<file path="src/rtl/snoop_bus_pkg.sv">
// Shared definitions for the 8-bit snooping bus and the MSI cache controller.
// Message layout is {op[7:6], addr[5:4], value[3:0]}.
package snoop_bus_pkg;

    localparam logic [1:0] IDLE = 2'b00;
    localparam logic [1:0] RM   = 2'b01;
    localparam logic [1:0] WB   = 2'b10;
    localparam logic [1:0] WM   = 2'b11;

    localparam int OP_HI   = 7;
    localparam int OP_LO   = 6;
    localparam int ADDR_HI = 5;
    localparam int ADDR_LO = 4;
    localparam int VAL_HI  = 3;
    localparam int VAL_LO  = 0;

    localparam logic [1:0] MSI_I = 2'b00;
    localparam logic [1:0] MSI_S = 2'b01;
    localparam logic [1:0] MSI_M = 2'b10;

    typedef enum logic [2:0] {
        S_IDLE  = 3'd0,
        S_FLUSH = 3'd1,
        S_WB    = 3'd2,
        S_RM    = 3'd3,
        S_FILL  = 3'd4,
        S_WM    = 3'd5,
        S_DONE  = 3'd6
    } state_t;

    typedef struct packed {
        logic [1:0] msi;
        logic       tag;
        logic [3:0] data;
    } line_t;

    typedef struct packed {
        logic [OP_HI-OP_LO:0]     op;
        logic [ADDR_HI-ADDR_LO:0] addr;
        logic [VAL_HI-VAL_LO:0]   value;
    } bus_msg_t;

endpackage

</file>
<file path="src/rtl/cache_line_array.sv">
// Two-entry direct-mapped line store with snoop-driven state changes.
// FSM writes take priority over snoop updates on the same line.
module cache_line_array
    import snoop_bus_pkg::*;
(
    input  logic        clk,
    input  logic        rst_n,
    input  logic [1:0]  lk_addr,
    output line_t       lk_line,
    output logic        lk_hit,
    output logic        lk_victim_m,
    output logic        lk_snoop_kill,
    input  logic [1:0]  snoop_op,
    input  logic [1:0]  snoop_addr,
    input  logic        wr_en,
    input  logic        wr_idx,
    input  line_t       wr_line,
    output line_t [1:0] lines,
    output logic [1:0]  pend,
    output logic [1:0]  pend_to_i
);

    for (genvar i = 0; i < 2; i++) begin : g_line
        line_t line_r;
        logic  pend_r;
        logic  to_i_r;
        logic  snp_match;
        logic  snp_m_req;
        logic  snp_m_wm;

        assign snp_match = (snoop_op != IDLE) && (line_r.msi != MSI_I) &&
                           (snoop_addr == {line_r.tag, 1'(i)});
        assign snp_m_req = snp_match && (line_r.msi == MSI_M) && (snoop_op != WB);
        assign snp_m_wm  = snp_m_req && (snoop_op == WM);

        always_ff @(posedge clk or negedge rst_n) begin
            if (!rst_n) begin
                line_r <= '0;
                pend_r <= 1'b0;
                to_i_r <= 1'b0;
            end else if (wr_en && wr_idx == 1'(i)) begin
                line_r <= wr_line;
                // a line still held in M keeps any flush owed to another master
                pend_r <= (wr_line.msi == MSI_M) && (pend_r || snp_m_req);
                to_i_r <= (wr_line.msi == MSI_M) && (to_i_r || snp_m_wm);
            end else if (snp_match) begin
                if (snoop_op == WM && line_r.msi == MSI_S)
                    line_r.msi <= MSI_I;
                if (snp_m_req)
                    pend_r <= 1'b1;
                if (snp_m_wm)
                    to_i_r <= 1'b1;
            end
        end

        assign lines[i]     = line_r;
        assign pend[i]      = pend_r;
        assign pend_to_i[i] = to_i_r;
    end

    assign lk_line       = lines[lk_addr[0]];
    assign lk_hit        = (lk_line.msi != MSI_I) && (lk_line.tag == lk_addr[1]);
    assign lk_victim_m   = (lk_line.msi == MSI_M) && !lk_hit;
    assign lk_snoop_kill = (snoop_op == WM) && (snoop_addr == lk_addr) &&
                           (lk_line.msi == MSI_S) && (lk_line.tag == lk_addr[1]);

endmodule

</file>
<file path="src/rtl/snoop_cache_ctrl.sv">
// Bus-initiator MSI cache controller: 2-line direct-mapped cache over a 4-word memory.
// Serves CPU reads/writes, issues RM/WB/WM messages and services snoop flushes.
module snoop_cache_ctrl
    import snoop_bus_pkg::*;
(
    input  logic       clk,
    input  logic       rst_n,
    input  logic       cpu_req,
    input  logic       cpu_we,
    input  logic [1:0] cpu_addr,
    input  logic [3:0] cpu_wdata,
    output logic       cpu_ready,
    output logic [3:0] cpu_rdata,
    output logic       bus_req,
    input  logic       bus_gnt,
    output logic [7:0] bus_out,
    input  logic [3:0] mem_q,
    input  logic [7:0] snoop_in
);

    state_t      state, state_nx;
    logic        req_we;
    logic [1:0]  req_addr;
    logic [3:0]  req_wdata;
    logic        fill_wait, fill_nx;
    logic        fl_idx;
    bus_msg_t    bus_q, bus_nx;

    logic [1:0]  lk_addr;
    line_t       lk_line;
    logic        lk_hit, lk_victim_m, lk_kill;
    line_t [1:0] lines;
    line_t       fl_line;
    logic [1:0]  pend, pend_to_i;
    logic        wr_en, wr_idx;
    line_t       wr_line;
    logic        accept;
    logic        snoop_value_unused;

    assign snoop_value_unused = ^snoop_in[VAL_HI:VAL_LO];
    assign lk_addr = (state == S_IDLE) ? cpu_addr : req_addr;
    assign fl_line = lines[fl_idx];
    assign accept  = (state == S_IDLE) && !(|pend) && cpu_req && !cpu_ready;

    cache_line_array u_lines (
        .clk           (clk),
        .rst_n         (rst_n),
        .lk_addr       (lk_addr),
        .lk_line       (lk_line),
        .lk_hit        (lk_hit),
        .lk_victim_m   (lk_victim_m),
        .lk_snoop_kill (lk_kill),
        .snoop_op      (snoop_in[OP_HI:OP_LO]),
        .snoop_addr    (snoop_in[ADDR_HI:ADDR_LO]),
        .wr_en         (wr_en),
        .wr_idx        (wr_idx),
        .wr_line       (wr_line),
        .lines         (lines),
        .pend          (pend),
        .pend_to_i     (pend_to_i)
    );

    always_comb begin
        state_nx = state;
        bus_nx   = '0;
        fill_nx  = fill_wait;
        wr_en    = 1'b0;
        wr_idx   = req_addr[0];
        wr_line  = lk_line;
        case (state)
            S_IDLE: begin
                if (|pend) begin
                    state_nx = S_FLUSH;
                end else if (cpu_req && !cpu_ready) begin
                    if (lk_hit && !cpu_we) begin
                        state_nx = S_DONE;
                    end else if (lk_hit && lk_line.msi == MSI_M) begin
                        wr_en        = 1'b1;
                        wr_idx       = cpu_addr[0];
                        wr_line.data = cpu_wdata;
                        state_nx     = S_DONE;
                    end else if (lk_hit) begin
                        state_nx = S_WM;
                    end else if (lk_victim_m) begin
                        state_nx = S_WB;
                    end else begin
                        state_nx = S_RM;
                    end
                end
            end
            S_FLUSH: begin
                if (bus_gnt) begin
                    bus_nx      = '{op: WB, addr: {fl_line.tag, fl_idx}, value: fl_line.data};
                    wr_en       = 1'b1;
                    wr_idx      = fl_idx;
                    wr_line     = fl_line;
                    wr_line.msi = pend_to_i[fl_idx] ? MSI_I : MSI_S;
                    state_nx    = S_IDLE;
                end
            end
            S_WB: begin
                if (bus_gnt) begin
                    bus_nx      = '{op: WB, addr: {lk_line.tag, req_addr[0]}, value: lk_line.data};
                    wr_en       = 1'b1;
                    wr_line.msi = MSI_I;
                    state_nx    = S_RM;
                end
            end
            S_RM: begin
                if (bus_gnt) begin
                    bus_nx   = '{op: RM, addr: req_addr, value: 4'h0};
                    fill_nx  = 1'b1;
                    state_nx = S_FILL;
                end
            end
            S_FILL: begin
                // memory answers one cycle after the RM is on the bus
                if (fill_wait) begin
                    fill_nx = 1'b0;
                end else begin
                    wr_en    = 1'b1;
                    wr_line  = '{msi: MSI_S, tag: req_addr[1], data: mem_q};
                    state_nx = req_we ? S_WM : S_DONE;
                end
            end
            S_WM: begin
                // losing the S copy before grant turns the upgrade into a full miss
                if (lk_kill || !lk_hit) begin
                    state_nx = S_RM;
                end else if (bus_gnt) begin
                    bus_nx   = '{op: WM, addr: req_addr, value: 4'h0};
                    wr_en    = 1'b1;
                    wr_line  = '{msi: MSI_M, tag: req_addr[1], data: req_wdata};
                    state_nx = S_DONE;
                end
            end
            S_DONE:  state_nx = S_IDLE;
            default: state_nx = S_IDLE;
        endcase
    end

    always_ff @(posedge clk or negedge rst_n) begin
        if (!rst_n) begin
            state     <= S_IDLE;
            req_we    <= 1'b0;
            req_addr  <= 2'b00;
            req_wdata <= 4'h0;
            fill_wait <= 1'b0;
            fl_idx    <= 1'b0;
            bus_q     <= '0;
            cpu_ready <= 1'b0;
            cpu_rdata <= 4'h0;
        end else begin
            state     <= state_nx;
            fill_wait <= fill_nx;
            bus_q     <= bus_nx;
            cpu_ready <= (state == S_DONE);
            if (state == S_IDLE && (|pend))
                fl_idx <= ~pend[0];
            if (accept) begin
                req_we    <= cpu_we;
                req_addr  <= cpu_addr;
                req_wdata <= cpu_wdata;
            end
            if (state == S_DONE)
                cpu_rdata <= req_we ? req_wdata : lk_line.data;
        end
    end

    assign bus_req = (state == S_FLUSH) || (state == S_WB) || (state == S_RM) ||
                     ((state == S_WM) && !(lk_kill || !lk_hit));
    assign bus_out = bus_q;

endmodule
</file>
<file path="config.mk">
export PLATFORM = sky130hd
export DESIGN_NAME = snoop_cache_ctrl
export DESIGN_NICKNAME = d
export VERILOG_FILES = /design/src/rtl/snoop_bus_pkg.sv /design/src/rtl/cache_line_array.sv /design/src/rtl/snoop_cache_ctrl.sv
export SDC_FILE = /design/constraint.sdc
export NUM_CORES = 1
export LEC_CHECK = 0
export BUFFER_PORTS_ARGS = -buffer_cell sky130_fd_sc_hd__clkbuf_2
export CAP_MARGIN = 0
export CELL_PAD_IN_SITES_DETAIL_PLACEMENT = 0
export CELL_PAD_IN_SITES_GLOBAL_PLACEMENT = 2
export CORE_MARGIN = 2
export CORE_UTILIZATION = 30
export CTS_BUF_LIST = sky130_fd_sc_hd__clkbuf_4 sky130_fd_sc_hd__clkbuf_8
export DETAILED_ROUTE_END_ITERATION = 16
export PLACE_DENSITY = 0.79
export SLEW_MARGIN = 5
export SYNTH_ARGS = -nofsm -noshare
export SYNTH_HDL_FRONTEND = slang
export SYNTH_SLANG_ARGS = --single-unit
</file>
<file path="constraint.sdc">
create_clock -name clk -period 7.1 [get_ports clk]
set_input_delay 1.42 -clock clk [delete_from_list [all_inputs] [get_ports clk]]
set_output_delay 1.42 -clock clk [all_outputs]
set_load 0.05 [all_outputs]
</file>
==> results of run 1 <==
==> through the flow <==
step	hold slack (ps)	cells	total power, mW
floorplan	452	320	1.20
global placement	473	471	1.40
detailed placement	481	471	1.41
CTS	498	478	1.60
global route	536	478	1.72
finish	496	478	1.59
==> cell families after synthesis <==
logic type               after synthesis
AO/OA/AOI/OAI                        104
AND/OR/NAND/NOR                       97
flip-flops                            43
buffers and inverters                 36
multiplexers                          34
XOR/XNOR                               4
adder cells (fa/ha/maj)                2
==> cell type report <==
cell class | count | area (sq um) | share of cell area
clock buffers | 6 | 76.3 | 0.0231
clock inverters | 1 | 30.0 | 0.00910
inverters | 20 | 75.1 | 0.0228
flip-flops and latches | 43 | 1080 | 0.326
well taps | 133 | 166 | 0.0505
multi-input cells | 241 | 1700 | 0.515
repair buffers | 34 | 175 | 0.0531
==> Yosys cell counts (2+ instances only) <==
library cell and count:
o22ai_1 9, a31oi_1 2, nand3_1 6, nor3_1 5, o22a_1 3, o311ai_0 2
and2_1 4, clkbuf_1 8, nor2_1 28, dfrtp_1 43, buf_6 3, mux2_2 7
ha_1 2, a32oi_1 3, buf_2 3, nor4_1 3, o2bb2ai_1 2, nand3b_1 2
a311oi_1 2, a21oi_1 29, nand2b_1 3, inv_1 19, xnor2_1 3, a211o_1 2
buf_1 2, o221ai_1 6, mux2_4 4, mux2i_1 23, o31ai_1 7, nand2_1 30
o21ai_0 17, nor2b_1 6, or4b_1 2
==> worst register-to-register path, delay by kind of cell (launching register included) <==
family / cells / cell delay [ps]
compound gates: 3 / 1230
flops: 1 / 710
mux: 2 / 680
simple gates: 2 / 1000
==> power breakdown <==
group          internal, mW  switching, mW
clock network         0.107         0.0782
registers             0.335          0.118
logic                 0.335          0.618
total                 0.777          0.814
==> cells in the final DEF, fill, tap and decap left out, types with 5 or more instances in the layout <==
master and count:
mux2i_1 23, mux2_2 7, o21ai_0 17, o221ai_1 6, nor3_1 5, nor2_1 28
clkbuf_8 5, inv_1 19, o22ai_1 9, o31ai_1 7, dfrtp_1 43, a21oi_1 29
nor2b_1 6, clkbuf_2 32, nand2_1 30, nand3_1 6
==> sequential cells by signal, summed over array words and instances (netlist names) <==
name                   cells
state                      3
u_lines.g_line.pend_r      2
fl_idx                     1
req_we                     1
req_addr                   2
bus_out                    8
cpu_rdata                  4
req_wdata                  4
cpu_ready                  1
fill_wait                  1
u_lines.g_line.to_i_r      2
u_lines.lines             14
==> worst paths after layout <==
check,start,endpoint,slack [ps],depth (start not counted)
max,cpu_addr[0],bus_req,2090,8
min,cpu_rdata[2],cpu_rdata[2],500,2
max reg2reg,state[2],u_lines.lines[4],3390,7
min reg2reg,cpu_rdata[2],cpu_rdata[2],500,2
max in group asynchronous,rst_n,req_addr[0],5520,2
min in group asynchronous,rst_n,u_lines.g_line[1].to_i_r,1200,2
==> layer usage <==
layer,wire length (um),vias to the layer above
li1,-,1231
met2,3770,42
met1,3910,1202
met3,257,4
met4,25,0
met5,0,-
==> reports/metrics.csv, run 1 <==
stage,metric,value,unit
run_status,outcome,completed,
timing,fmax,0.200,GHz
placement,gp_congestion,0.825,
worst_setup_path,critPathArrivalTime,3590,ps
layout,diodes,0,
synth,yosys.area_share.xor_xnor,0.0119,
timing,min_period,5010,ps
synth,syn_area_per_cell,9.18,sq um
worst_setup_path,path_class,in2out,
die,die_y,103,um
routing,wl_per_cell,16.7,um
clocking,root_buffer,clkbuf_8,
worst_setup_path,cp-end-kind,output pin,
placement,dp_slack,2090,ps
worst_setup_path,crit_path_cell_trace,clkbuf_2 > or4b_1 > a211oi_2 > o2bb2ai_2 > a31oi_1 > a21oi_1 > nor2_1 > clkbuf_2,
timing,setup_slack,2090,ps
layout,fill_cells,1035,
clocking,cts_max_level,2,
global_routing,busiest_layer,met2,
die,ios,37,
routing,drt_iter0_drc,165,
synth,netlist_instances,320,
layout,drive_gt1_frac,0.197,
timing,hold_viol,0,
die,start_util,0.305,
layout,nNetsFinal,370,
timing,slew_violations,0,
synth,synth.cell_area,2940,sq um
synth,synth_top_family_by_area,compound AO/OA/AOI/OAI gates,
clocking,cts_made_buffers,5,
timing,rsz0062_at_grt,no,
global_routing,grt-ovfl-total,0,
clocking,hold_buffers,0,
routing,ant_nets,0,
synth,ys_ff_latch,43,
synth,synth_edf_count,0,
timing,clock_skew,8.93,ps
synth,synth_warnings,0,
clocking,cts_resized,0,
synth,yosysSeqAreaShare,0.366,
power_and_ir_drop,p_per_area,482,nW/um^2
synth,synthMuxAreaShare,0.126,
global_routing,grt_max_degree,44,
clocking,post-cts-setup-buffers,0,
routing,vias,2479,
global_routing,globalRouteMet3Util,0.0264,
routing,drt-total-wl,7960,um
worst_setup_path,cp_common_cell,clkbuf_2,
layout,area.growth.synth_to_final,12.3,%
placement,numPortBuffers,32,
hold_path,hp-class,reg2reg,
run,max-cap-violations,0,
die,rows,36,
die,die_area,10600,sq um
routing,vias_per_cell,5.19,
layout,post-route-util,0.342,
layout,fin_area,3300,sq um
timing,post-route-period-util,0.705,
worst_setup_path,worst-path-buf-inv,2,
global_routing,met2_usage,0.250,
placement,dp_hpwl,5880,um
global_routing,grt_use_total,0.158,
timing,maxSlewHeadroom,0.281,
synth,synth_cell_types,63,
clocking,cts.path.max_buffers,2,
timing,setup_violations,0,
synth,synth_compound_gate_area_share,0.259,
clocking,clock_sinks,43,
synth,synth_top_cell_area_share,0.366,
routing,drcViolationCount,0,
synth,yosysTopAreaCell,dfrtp_1,
timing,setup_tns,0,ps
timing,worst-slew-pin-transition,1070,ps
clocking,cts_tree,yes,
routing,firstDrtPassIters,4,
worst_setup_path,worstSetupStartpointType,input port,
power_and_ir_drop,max-vdd-ir-drop,0.000264,V
die,dieWidth,103,um
global_routing,grt_pass1_wl,12900,um
global_routing,grtUsageMet1,0.229,
synth,synth_adder_area_share,0.00852,
synth,synth_area_leaders,"dfrtp_1 37%, mux2i_1 7.8%, a21oi_1 4.9%",
worst_setup_path,slowest_delay,580,ps
worst_setup_path,worstPathRequired,5680,ps
worst_setup_path,cp_max_fo,6,
global_routing,antenna_found_initial,0,
worst_setup_path,critPathTopFamily,compound AO/OA/AOI/OAI gates,
placement,dpl-instance-area,3190,sq um
power_and_ir_drop,total_leakage_power,1.49,nW
global_routing,grt_pass1_vias,2499,
synth,synth-simple-area-share,0.173,
clocking,cts.clk_slew.worst_paths,80,ps
synth,synth_fp_nets,345,
die,coreArea,9640,sq um
worst_setup_path,crit_slowest_cell,or4b_1,
synth,async_flop_share,1.00,
clocking,clk_latency,290,ps
synth,ys.flop_type,dfrtp_1,
(Power assumes the default switching activity.)
==> inputs of run 2 (changes only) <==
Settings changed: ABC_AREA set to 1, PLACE_DENSITY 0.79 to 0.87.
Clock period 7.1 ns to 4.3 ns, I/O delays scaled along.
==> reports/metrics.csv, run 2 <==
stage,metric,value,unit,change
run_status,outcome,completed,,
routing,vias,2744,,+11%
synth,netlist_instances,404,,+26%
routing,drt_iter0_drc,174,,+5.5%
layout,drive_gt1_frac,0.195,,-0.00209
placement,dp_hpwl,6510,um,+11%
timing,setup_tns,0,ps,unchanged
synth,synth_fp_nets,429,,+24%
routing,drt-total-wl,8200,um,+3.0%
synth,ys.flop_type,dfrtp_1,,
worst_setup_path,cp_max_fo,10,,+4
clocking,post-cts-setup-buffers,0,,unchanged
placement,numPortBuffers,32,,unchanged
layout,area.growth.synth_to_final,14.0,%,
layout,diodes,0,,unchanged
hold_path,hp-class,reg2reg,,
routing,drcViolationCount,0,,unchanged
global_routing,antenna_found_initial,0,,unchanged
layout,final_common_cell,nand2_1,,
synth,synth.cell_area,2970,sq um,+1.1%
synth,netlist_top_cells_count,"117 x nand2_1, 52 x inv_1, 43 x dfrtp_1",,
synth,synth_cell_types,35,,-44%
die,start_util,0.306,,+0.00181
die,dieWidth,103,um,+0.51%
synth,synth_area_leaders,"dfrtp_1 36%, nand2_1 15%, nand3_1 6.9%",,
timing,setup_violations,0,,unchanged
worst_setup_path,endpoint,bus_req,,
timing,slew_violations,0,,unchanged
global_routing,grt-ovfl-total,0,,unchanged
worst_setup_path,worstPathRequired,3440,ps,-2240 ps
hold_path,hold_path_depth,2,,unchanged
timing,maxSlewHeadroom,0.253,,-0.0277
timing,min_period,3330,ps,
timing,post-route-period-util,0.774,,
routing,vias_per_cell,4.78,,-7.8%
synth,synth.most_common_cell,nand2_1,,
routing,firstDrtPassIters,4,,unchanged
die,coreArea,9680,sq um,+0.47%
worst_setup_path,cp-startpoint,cpu_addr[0],,
global_routing,grt_pass1_wl,13800,um,+7.0%
clocking,hold_buffers,0,,unchanged
timing,fmax,0.300,GHz,
timing,rsz0062_at_grt,no,,
clocking,cts.path.max_buffers,2,,unchanged
die,rows,36,,unchanged
die,die_y,103,um,+0.51%
layout,layout_common_cells,"117 x nand2_1, 52 x inv_1, 43 x dfrtp_1, 41 x nand3_1, 39 x nor2_1",,
synth,yosysSeqAreaShare,0.363,,-0.00386
worst_setup_path,worstSetupStartpointType,input port,,
synth,synth_top_cell_area_share,0.363,,-0.00386
synth,syn_area_per_cell,7.35,sq um,-20%
power_and_ir_drop,total_leakage_power,1.71,nW,+15%
timing,hold_viol,0,,unchanged
power_and_ir_drop,p_per_area,794,nW/um^2,+65%
worst_setup_path,cp-end-kind,output pin,,
die,die_area,10700,sq um,+1.0%
power_and_ir_drop,max-vdd-ir-drop,0.000310,V,+17%
die,ios,37,,unchanged
timing,clock_skew,6.39,ps,-2.53 ps
clocking,cts.clk_slew.worst_paths,90,ps,about the same
timing,worst-slew-pin-transition,1120,ps,+51.4 ps
power_and_ir_drop,power,2.69,mW,+69%
clocking,cts_resized,0,,unchanged
run,max-cap-violations,0,,unchanged
placement,gp_congestion,0.953,,+15%
clocking,cts_made_buffers,5,,unchanged
worst_setup_path,r2r_slack,2030,ps,-1360 ps
clocking,clock_sinks,43,,unchanged
synth,async_flop_share,1.00,,unchanged
global_routing,grt_pass1_vias,2713,,+8.6%
layout,nNetsFinal,465,,+26%
clocking,cts_tree,yes,,
worst_setup_path,path_class,in2out,,
routing,ant_nets,0,,unchanged
worst_setup_path,rr_endpoint,u_lines.lines[13],,
synth,synth_warnings,0,,unchanged
layout,largest_reg_flops,14,,unchanged
global_routing,grt_use_total,0.170,,+0.0121
synth,yosysTopAreaCell,dfrtp_1,,
synth,ys_ff_latch,43,,unchanged
worst_setup_path,r2r_start,state[2],,
clocking,cts_max_level,2,,unchanged
worst_setup_path,critPathArrivalTime,2470,ps,-1120 ps
clocking,clk_latency,300,ps,about the same
clocking,root_buffer,clkbuf_8,,
routing,wl_per_cell,14.3,um,-14%
global_routing,grt_max_degree,44,,unchanged
placement,dpl-instance-area,3280,sq um,+2.9%
synth,synth_edf_count,0,,unchanged
layout,fin_area,3380,sq um,+2.5%
worst_setup_path,ff2ff_path_depth,12,,+5
-- run 2: worst max-delay path, stage by stage --
cell	delay, ps
clkbuf_2	110
inv_1	110
nand3_4	150
nand2_8	150
nand2_1	70
nand2_2	90
nor2_2	70
nor2_8	160
nand2_4	80
o22ai_1	180
inv_1	90
nand2_1	70
clkbuf_2	270
-- run 2: cell families after synthesis --
kind of cell / after synthesis / share of synthesized area
AOI/OAI and AO/OA: 54 / 0.109
buffers and inverters: 61 / 0.0780
DFF: 43 / 0.363
and+or+nand+nor: 244 / 0.442
adders and majority gates: 2 / 0.00843
-- run 2: cell type report --
class / count / area, sq um
inverters: 58 / 220
multi-input cells: 300 / 1660
clock buffers: 7 / 90.1
flip-flops and latches: 43 / 1080
repair buffers: 32 / 160
fillers: 1083 / 6300
clock inverters: 1 / 8.76
well taps: 133 / 166
-- run 2: worst min path at each step --
stage,start,endpoint,slack (ps)
global route,u_lines.lines[7],u_lines.lines[7],510
finish,u_lines.lines[9],u_lines.lines[9],490
global placement,u_lines.lines[8],u_lines.lines[8],460
CTS,u_lines.lines[8],u_lines.lines[8],490
floorplan,u_lines.lines[10],u_lines.lines[10],450
detailed placement,u_lines.lines[8],u_lines.lines[8],470
-- run 2: metal layers --
metal / track usage / up-vias / share of wire
met3: 0.0249 / 9 / 0.039
met5: 0 / - / 0
li1: - / 1393 / -
met1: 0.237 / 1294 / 0.49
met2: 0.278 / 48 / 0.46
met4: 0.0415 / 0 / 0.012
-- run 2: per-stage QoR --
stage	cells	worst slack (ps)	hold WS, ps	util
2_1_floorplan	404	1280	449	-
3_3_place_gp	566	967	464	0.339
3_5_place_dp	566	965	467	0.339
4_1_cts	574	963	491	0.349
5_1_grt	574	793	506	0.349
6_report	574	972	486	0.349
-- run 2: power by group --
part	leakage [nW]	switching [mW]	internal, mW
sequential	0.544	0.142	0.565
clock	0.0519	0.149	0.138
combinational	1.12	1.20	0.497
total	1.71	1.49	1.20
==> inputs of run 3 (changes only) <==
Settings changed: ABC_AREA 1 to 0, PLACE_DENSITY 0.87 to 0.82.
Clock period 4.3 ns to 2.9 ns, I/O delays scaled along.
==> reports/metrics.csv, run 3 (synthesis gave the netlist of run 1 again) <==
stage,metric,value,unit,change
global_routing,grt-ovfl-total,0,,unchanged
layout,diodes,0,,unchanged
layout,nNetsFinal,402,,-14%
run,max-cap-violations,0,,unchanged
run_status,outcome,completed,,
worst_setup_path,path_class,reg2out,,
layout,layout_common_cells,"43 x dfrtp_1, 34 x buf_4, 31 x clkbuf_2, 30 x nand2_1, 28 x a21oi_1",,
timing,rsz0062_at_grt,yes,,
global_routing,grt_max_degree,44,,unchanged
die,ios,37,,unchanged
global_routing,antenna_found_initial,0,,unchanged
routing,vias_per_cell,5.11,,+6.8%
die,coreArea,9640,sq um,-0.47%
placement,dp_hpwl,6220,um,-4.4%
clocking,clk_latency,300,ps,about the same
worst_setup_path,worstSetupStartpointType,flip-flop,,
power_and_ir_drop,total_leakage_power,1.67,nW,-2.5%
clocking,cts_tree,yes,,
worst_setup_path,worstPathRequired,2320,ps,-1120 ps
layout,fin_area,3620,sq um,+7.0%
layout,drive_gt1_frac,0.284,,+0.0888
timing,setup_violations,0,,unchanged
routing,ant_nets,0,,unchanged
timing,maxSlewHeadroom,0.576,,+0.323
timing,hold_viol,0,,unchanged
routing,wl_per_cell,15.8,um,+11%
clocking,clock_sinks,43,,unchanged
die,die_y,103,um,-0.51%
die,dieWidth,103,um,-0.51%
timing,min_period,2810,ps,
clocking,cts.clk_slew.worst_paths,80,ps,about the same
global_routing,grt_use_total,0.161,,-0.00850
layout,fill_cells,1017,,-6.1%
die,start_util,0.305,,-0.00181
placement,numPortBuffers,32,,unchanged
clocking,hold_buffers,0,,unchanged
timing,post-route-period-util,0.970,,
power_and_ir_drop,power,4.37,mW,+63%
routing,drt-total-wl,8080,um,-1.5%
layout,area.growth.synth_to_final,23.3,%,
timing,slew_violations,0,,unchanged
power_and_ir_drop,max-vdd-ir-drop,0.000544,V,+76%
global_routing,grt_pass1_wl,13300,um,-4.0%
clocking,root_buffer,clkbuf_8,,
timing,clock_skew,10.1,ps,+3.73 ps
placement,dpl-instance-area,3450,sq um,+5.0%
layout,post-route-util,0.376,,+0.0263
timing,fmax,0.356,GHz,
layout,largest_reg_flops,14,,unchanged
worst_setup_path,critPathArrivalTime,2230,ps,-240 ps
routing,vias,2605,,-5.1%
die,die_area,10600,sq um,-1.0%
clocking,cts.path.max_buffers,2,,unchanged
layout,final_common_cell,dfrtp_1,,
power_and_ir_drop,p_per_area,1210,nW/um^2,+52%
placement,gp_congestion,0.889,,-6.7%
routing,drt_iter0_drc,260,,+49%
worst_setup_path,cp-end-kind,output pin,,
clocking,cts_max_level,2,,unchanged
die,rows,36,,unchanged
timing,holdWs,351,ps,-135 ps
timing,worst-slew-pin-transition,631,ps,-489 ps
global_routing,grt_pass1_vias,2604,,-4.0%
hold_path,hp-class,in2async,,
clocking,cts_made_buffers,5,,unchanged
worst_setup_path,cp_max_fo,4,,-6
routing,drcViolationCount,0,,unchanged
routing,firstDrtPassIters,4,,unchanged
-- run 3: cell count changes in the layout (fill, tap and decap cells not counted), moves of 12 or more --
| cell | change |
|---|---|
| mux2i_1 | +23 |
| a21oi_1 | +24 |
| inv_1 | -33 |
| buf_4 | +34 |
| o21ai_0 | -12 |
| nand2_1 | -87 |
| nand3_1 | -35 |
| nor2_1 | -12 |
-- run 3: power breakdown --
group	internal, mW	total [mW]	leakage, nW	switching, mW
sequential	0.823	1.04	0.553	0.222
combinational	1.17	2.86	1.06	1.70
clock	0.262	0.463	0.0547	0.201
total	2.25	4.37	1.67	2.12
-- run 3: worst paths after layout --
kind / from / end / cells past startpoint / slack [ps]
max: state[2] / bus_req / 8 / 90
min: rst_n / req_wdata[0] / 2 / 350
max in group asynchronous: rst_n / fl_idx / 2 / 2180
max reg2reg: state[2] / u_lines.lines[8] / 11 / 150
min in group clk: cpu_rdata[1] / cpu_rdata[1] / 2 / 500
min reg2reg: cpu_rdata[1] / cpu_rdata[1] / 2 / 500
-- run 3: repair_timing --
action | 4_1_cts | 5_1_grt
gates resized for setup | 6 | 4
pin swaps | 0 | 3
buffers inserted | 0 | 1
setup endpoints to repair | 1 | 2
-- run 3: metal layers --
metal / vias up / global-route usage / part of all wire
met4: 0 / 0.0283 / 0.0047
met3: 4 / 0.0353 / 0.046
met5: - / 0 / 0
li1: 1290 / - / -
met1: 1251 / 0.218 / 0.47
met2: 60 / 0.269 / 0.48
-- run 3: critical path, stage by stage, from the launching register on --
cell and delay, ps:
dfrtp_1 420, buf_4 180, o31a_1 350, o311ai_2 290
o2bb2ai_2 140, a31oi_4 200, a21oi_4 90, nor2_4 110
buf_12 140
-- run 3: final cells by class --
cell class              count  area (sq um)  share of cell area
well taps                 133           166              0.0460
inverters                  20          75.1              0.0207
clock buffers               6          76.3              0.0211
clock inverters             1          30.0             0.00830
repair buffers             66           430               0.119
flip-flops and latches     43          1080               0.297
multi-input cells         241          1770               0.488
-- run 3: per-stage QoR --
step	setup WS [ps]	TNS, ps	cells
2_1_floorplan	105	0	320
3_3_place_gp	-62.9	-431	502
3_5_place_dp	-63.5	-414	502
4_1_cts	25.4	0	509
5_1_grt	-19.1	-19.1	510
6_report	88.4	0	510
